[src/rtl/sram_pkg.sv]
// Shared constants and types for the sram_rw storage leaf.
package sram_pkg;

    // Default geometry: 16 words of 8 bits.
    localparam int DEFAULT_DATA_W = 8;
    localparam int DEFAULT_ADDR_W = 4;
    localparam int DEPTH          = 2 ** DEFAULT_ADDR_W;

    // Operation select encoding on the rw input.
    localparam logic RW_READ  = 1'b0;
    localparam logic RW_WRITE = 1'b1;

    typedef logic [DEFAULT_DATA_W-1:0] word_t;

endpackage : sram_pkg

[src/rtl/sram_array.sv]
// Storage array: asynchronous clear, one synchronous write port and a
// combinational read port. The read data register lives in the parent.
module sram_array #(
    parameter int DATA_W = sram_pkg::DEFAULT_DATA_W,
    parameter int ADDR_W = sram_pkg::DEFAULT_ADDR_W
) (
    input  logic              clk,
    input  logic              rst,
    input  logic              we_i,
    input  logic [ADDR_W-1:0] addr_i,
    input  logic [DATA_W-1:0] wdata_i,
    output logic [DATA_W-1:0] rdata_o
);

    localparam int Depth = 1 << ADDR_W;

    logic [DATA_W-1:0] mem_q [Depth];

    // Clear every word the moment reset asserts; otherwise load the addressed word on a write.
    always_ff @(posedge clk or negedge rst) begin
        if (!rst) begin
            for (int i = 0; i < Depth; i++) begin
                mem_q[i] <= '0;
            end
        end else if (we_i) begin
            mem_q[addr_i] <= wdata_i;
        end
    end

    // The address always spans the full depth, so the lookup needs no range guard.
    assign rdata_o = mem_q[addr_i];

endmodule : sram_array

[src/rtl/sram_rw.sv]
// Single-port synchronous RAM with registered read data and asynchronous
// active-low clear. Decodes rw into a write enable for the array and a
// load enable for the output register.
module sram_rw
    import sram_pkg::*;
#(
    parameter int DATA_W = sram_pkg::DEFAULT_DATA_W,
    parameter int ADDR_W = sram_pkg::DEFAULT_ADDR_W
) (
    input  logic              clk,
    input  logic              rst,
    input  logic              rw,
    input  logic [ADDR_W-1:0] addr,
    input  logic [DATA_W-1:0] din,
    output logic [DATA_W-1:0] dataout
);

    logic              writeEn;
    logic              readEn;
    logic [DATA_W-1:0] readData;
    logic [DATA_W-1:0] dataout_q;
    logic [DATA_W-1:0] dataout_d;

    assign writeEn = (rw == RW_WRITE);
    assign readEn  = (rw == RW_READ);

    sram_array #(
        .DATA_W (DATA_W),
        .ADDR_W (ADDR_W)
    ) u_array (
        .clk     (clk),
        .rst     (rst),
        .we_i    (writeEn),
        .addr_i  (addr),
        .wdata_i (din),
        .rdata_o (readData)
    );

    // Reads capture the addressed word; writes leave the previous read result in place (no write-through).
    always_comb begin
        dataout_d = dataout_q;
        if (readEn) begin
            dataout_d = readData;
        end
    end

    // Output register, cleared asynchronously alongside the array.
    always_ff @(posedge clk or negedge rst) begin
        if (!rst) begin
            dataout_q <= '0;
        end else begin
            dataout_q <= dataout_d;
        end
    end

    assign dataout = dataout_q;

endmodule : sram_rw

[config.mk]
export PLATFORM = sky130hd
export DESIGN_NAME = sram_rw
export DESIGN_NICKNAME = d
export VERILOG_FILES = /design/src/rtl/sram_pkg.sv /design/src/rtl/sram_array.sv /design/src/rtl/sram_rw.sv
export SDC_FILE = /design/constraint.sdc
export NUM_CORES = 1
export LEC_CHECK = 0
export ABC_AREA = 1
export BUFFER_PORTS_ARGS = -buffer_cell sky130_fd_sc_hd__buf_2
export CAP_MARGIN = 20
export CELL_PAD_IN_SITES_DETAIL_PLACEMENT = 1
export CELL_PAD_IN_SITES_GLOBAL_PLACEMENT = 1
export CORE_ASPECT_RATIO = 0.7
export CORE_MARGIN = 2
export CORE_UTILIZATION = 50
export CTS_CLUSTER_DIAMETER = 100
export DETAILED_ROUTE_END_ITERATION = 8
export HOLD_SLACK_MARGIN = 0.05
export PLACE_DENSITY_LB_ADDON = 0.1
export SLEW_MARGIN = 10
export SYNTH_ARGS = -nofsm -noshare
export SYNTH_HDL_FRONTEND = slang
export SYNTH_SLANG_ARGS = --single-unit
[constraint.sdc]
create_clock -name clk -period 2.06 [get_ports clk]
set_clock_uncertainty 0.1 [all_clocks]
set_input_delay 0 -clock clk [delete_from_list [all_inputs] [get_ports clk]]
set_output_delay 0 -clock clk [all_outputs]
set_load 0.03 [all_outputs]
Yosys cells after proc, flatten, opt, wreduce, memory -nomap -nowiden
Cells that the tools add are included.
{ "word_totals": {"register_bits": 136, "inputBits": 15, "output_inout_bits": 8, "wordCells": 27} }
{ "op_classes": {"magnitude_cmp": 2, "muxes": 6, "bitwise_logic": 1, "reduce_logical": 1} }
{ "op_table": {"columns": ["op", "n"], "rows": [
  ["bitwise mux 128 bit", 1],
  ["binary-select mux 8 bit (select 4 bit)", 1],
  ["demux 8 bit (select 4 bit)", 1],
  ["two-way mux 8 bit", 3],
  [">= comparator 5 bit, second input constant", 1],
  ["< comparator 5 x 1 -> 1 bit, second input constant", 1],
  ["inverter 4 -> 5 bit", 1],
  ["logical AND 1 bit", 1]
]} }

Longest topological paths before layout
{ "depth": {"ltp_word": 6, "depth_mapped": 11, "depth_no_buf": 9} }

Modules after synthesis
From an unflattened synthesis, not the netlist that was laid out.
{ "hier_totals": {"cells_unflattened": 864, "hier_area_um2": 6398.6} }
{ "by_module_without_submodules": {"columns": ["mod", "instances", "cells_each", "area_per_inst_um2", "seq_area_each_um2"], "rows": [
  ["sram_array", 1, 830, 6093.3, 3203.1],
  ["sram_rw", 1, 34, 305.3, 200.2]
]} }

Worst setup path before layout
OpenSTA, ideal clock, no wires.
{ "synth_timing": {"kind": "in2reg", "startpoint": "input addr[1]", "endpoint": "register u_array.mem_q[37] in the netlist's numbering", "setup_ns": 0.130, "arrival_ns": 0.937, "t_required_ns": 1.830, "path_slack_ns": 0.893, "stages": 7, "n_path_buf": 2, "path_cell_list": "buf_4 -> inv_4 -> nor3_4 -> nand2_4 -> buf_6 -> nand2_1 -> o21ai_2"} }
{ "synth_via": {"elab_chain_len": 6, "word_cells_on_any_way": 7, "classes_between": "2 x order compare; 3 x mux; 1 x bitwise; 1 x reduce/logical"} }
{ "synth_lines": {"columns": ["item", "line", "rtl"], "rows": [
  ["start, declared", "sram_rw.sv:13", "input logic [ADDR_W-1:0] addr,"],
  ["inverter 4 -> 5 bit (not written as such) (*)", "sram_array.sv:26", "mem_q[addr_i] <= wdata_i;"],
  [">= comparator 5 bit (not written as such) / < comparator 5 x 1 -> 1 bit (equally long branches)", "sram_array.sv:26", null],
  ["logical AND 1 bit (not written as such)", "sram_array.sv:26", null],
  ["two-way mux 8 bit (not written as such)", "sram_array.sv:26", null],
  ["demux 8 bit (select 4 bit) (*)", "sram_array.sv:26", null],
  ["bitwise mux 128 bit (*)", "sram_array.sv:26", null],
  ["end signal, assigned by index", "sram_array.sv:26", null],
  ["end, declared", "sram_array.sv:17", "logic [DATA_W-1:0] mem_q [Depth];"]
]} }
Mark *: on every way between the ends. The rest lies on a longest branch, timed or not.
A chain may end at the register's enable or synchronous reset.

==> results.py <==
metrics = {
    "route": {
        "wl_per_cell_um": 20.4,
        "finalWirelength_um": 20600,
        "drc": 0,
        "first_pass_iters": 5,
        "drtIter0Drc": 440,
        "vias_per_cell": 5.66,
        "drtAntennaViolNets": 0,
        "vias": 5719,
    },
    "logic_synthesis": {
        "mappedNetlistNets": 829,
        "syn-cell-area_mm2": 0.00652,
        "synth-seq-cells": 136,
        "ys.warnings.count": 0,
        "syn-instance-count": 814,
        "ys_seq_area_share_pct": 52.2,
        "synth.avg_cell_area_um2": 8.01,
        "yosysUniqueCellTypes": 22,
    },
    "cells_and_area": {
        "fin_cells": 1010,
        "drive_above_1_share_pct": 15.1,
        "finish.net_count": 850,
        "diodes": 0,
        "area_growth_pct": 14.0,
    },
    "timing": {
        "fin_crit_sh_pct": 90.0,
        "slew_viol_final": 0,
        "slew_headroom_pct": 50.4,
        "max_freq_mhz": 539,
        "setup_tns_ns": 0,
        "hold_viol": 0,
        "rsz0062_at_grt": "false",
        "fin_crit_ns": 1.85,
        "worst_slew_pin_slew_ns": 0.743,
        "setup_viol": 0,
    },
    "setup_path": {
        "cp.arrival_ns": 2.33,
        "critPathKind": "in -> async",
        "cp_num_cells": 4,
        "endpoint": "u_array.mem_q[101]",
        "cp.required_ns": 2.54,
        "crit_path_frequent_cell": "dlygate4sd3_1",
        "cp_slowest_cell": "dlygate4sd3_1",
        "cp_num_buf_inv": 4,
        "critPathTopFamily": "buffers and inverters",
        "r2r-start": "u_array.mem_q[107]",
        "r2r_setup_slack_ns": 0.69,
        "reg2regPathDepth": 8,
        "cp_slowest_stage_delay_ns": 0.82,
        "cp-startpoint": "rst",
        "end_kind": "asynchronous set/reset pin",
        "cp_max_fo": 53,
        "r2r-end": "dataout[3]",
        "worstPathCellList": "dlygate4sd3_1 -> dlygate4sd3_1 -> buf_6 -> dlygate4sd3_1",
        "cp-start-kind": "input port",
    },
    "power_and_ir_drop": {
        "comb_power_share_pct": 18.4,
        "seqPwrFrac_pct": 44.3,
        "p_switching_mw": 2.49,
        "leakagePower_nw": 3.70,
        "p_int_mw": 5.62,
        "p_sw_share_pct": 30.7,
        "power_frac_clock_pct": 37.3,
        "ir_drop_mv": 0.650,
        "power_density_mw_per_mm2": 1090,
    },
    "clocking": {
        "cts.sink_count": 136,
        "clock_latency_ns": 0.42,
        "cts_tree": "yes",
        "clk_path_buf_depth": 2,
        "clk_pin_slew_ns": 0.06,
        "numCtsBuffers": 17,
        "cts_root_buffer": "clkbuf_16",
        "htreeDepth": 4,
    },
    "worst_hold_path": {
        "hold_path_class": "in -> reg",
    },
    "global_routing": {
        "grt_overflow": 0,
        "antenna_found_initial": 1,
        "grt_pass1_wl_um": 32800,
        "use_met2_pct": 50.1,
        "grt_pass1_vias": 5965,
        "grt_util_met3_pct": 7.70,
        "use_met1_pct": 42.3,
        "grtUsageTotal_pct": 31.1,
        "busiest_layer": "met2",
        "grt_start_max_net_pins": 54,
    },
    "die": {
        "initial_core_util_pct": 51.9,
        "die-area_mm2": 0.0140,
        "die_x_um": 140,
        "io_pins": 23,
        "die_h_um": 99.5,
        "core_mm2": 0.0125,
        "fp-row-count": 34,
    },
    "placement": {
        "place.gp.congestion": 0.840,
        "place_inst": 967,
        "dpl.hpwl_um": 12800,
        "io_buffers": 22,
    },
    "outcome": {
        "outcome": "finished, final reports clean",
    },
    "job": {
        "cap_violations": 0,
    },
}
==> worst min-delay path by stage <==
stage / start / end / slack [ns] / cells past startpoint
detailed placement: rst / u_array.mem_q[101] / -0.09 / 1
global route: addr[3] / u_array.mem_q[72] / 0.1 / 6
CTS: addr[3] / u_array.mem_q[75] / 0.07 / 6
global placement: rst / u_array.mem_q[106] / -0.09 / 1
finish: addr[3] / u_array.mem_q[78] / 0.07 / 6
floorplan: rst / dataout[0] / -0.40 / 0
==> cells by family after synthesis <==
family	count (synthesis)	share of synthesized area (%)
buffers and inverters	68	5.61
flip-flops	136	52.2
AND/OR/NAND/NOR	482	30.5
AO/OA/AOI/OAI	128	11.7
==> metrics by stage <==
stage	setup WS [ns]	util, %	area [um^2]	power (mW)	hold slack [ns]
after global placement	0.457	53.7	6740	4.93	-0.0892
after CTS	0.151	59.2	7430	8.12	0.0671
after detailed placement	0.418	53.7	6740	5.05	-0.0860
after floorplan	0.893	-	6520	4.54	-0.396
final	0.206	59.2	7430	8.11	0.0687
after global routing	0.0357	59.2	7430	8.49	0.0987
==> Yosys cell counts <==
master      n  area share (%)
nand2_1   344              20
dfrtp_1   136              52
nor2_1     75             4.3
a21oi_1    48             3.7
o21ai_0    42             3.2
nand3_1    40             3.1
o21ai_2    32             4.3
clkbuf_1   16            0.92
buf_2      14             1.1
buf_4      14             1.6
inv_1      10            0.58
nand4_1     8            0.77
inv_2       6            0.35
nor2_4      6             1.0
o21ai_1     6            0.46
buf_6       5            0.86
nand2_4     4            0.69
buf_1       2            0.12
nand2_2     2            0.19
nor3_4      2            0.50
inv_4       1           0.096
nor2_2      1           0.096
==> cell type report <==
type	instances	area (um^2)
fill	1527	5120
inverter	17	66.3
multi-input combinational	610	2750
clock buffer	19	453
clock inverter	13	129
tap	162	203
sequential	136	3400
timing repair buffer	53	427
==> layout by cell type, fill, tap and decap left out <==
cell and n:
nand2_1 344, dfrtp_1 136, nor2_1 75, a21oi_1 48, o21ai_0 42, nand3_1 40, o21ai_2 32, buf_2 21
clkbuf_16 17, buf_4 16, dlygate4sd3_1 11, inv_1 10, nand4_1 8, inv_2 6, nor2_4 6, o21ai_1 6
clkinv_2 6, nand2_4 4, clkinvlp_4 4, buf_12 4, nor3_4 2, nand2_2 2, bufinv_16 2, clkbuf_8 2
inv_4 1, nor2_2 1, clkinv_4 1, buf_6 1
==> power groups by stage <==
| stage | Clock, mW | Sequential, mW | Combinational [mW] |
|---|---|---|---|
| CTS | 3.04 | 3.58 | 1.50 |
| global route | 3.15 | 3.65 | 1.69 |
| floorplan | 0 | 3.56 | 0.983 |
| global placement | 0 | 3.57 | 1.36 |
| detailed placement | 0 | 3.61 | 1.44 |
| finish | 3.03 | 3.59 | 1.50 |
==> tightest hold or removal path: stages <==
cell,delay [ns]
buf_2,0.12
inv_2,0.05
nand2_2,0.12
nor2_4,0.11
nor2_1,0.10
a21oi_1,0.04
==> sequential cells by signal, summed over array words and instances (netlist names) <==
register       count
u_array.mem_q    128
dataout            8
==> routing by layer <==
metal | wire (um) | vias to the layer above | part of all wire [%]
li1 | - | 2639 | -
met1 | 9290 | 2852 | 45
met2 | 9630 | 197 | 47
met3 | 1270 | 31 | 6.2
met4 | 379 | 0 | 1.8
met5 | 0 | - | 0
==> repair_timing <==
item	CTS	global route
endpoints found under the hold margin	225	0
gates resized for setup	0	0
hold buffers	11	0
buffers inserted	0	0
Note: power is estimated with default switching activity, not from simulation.
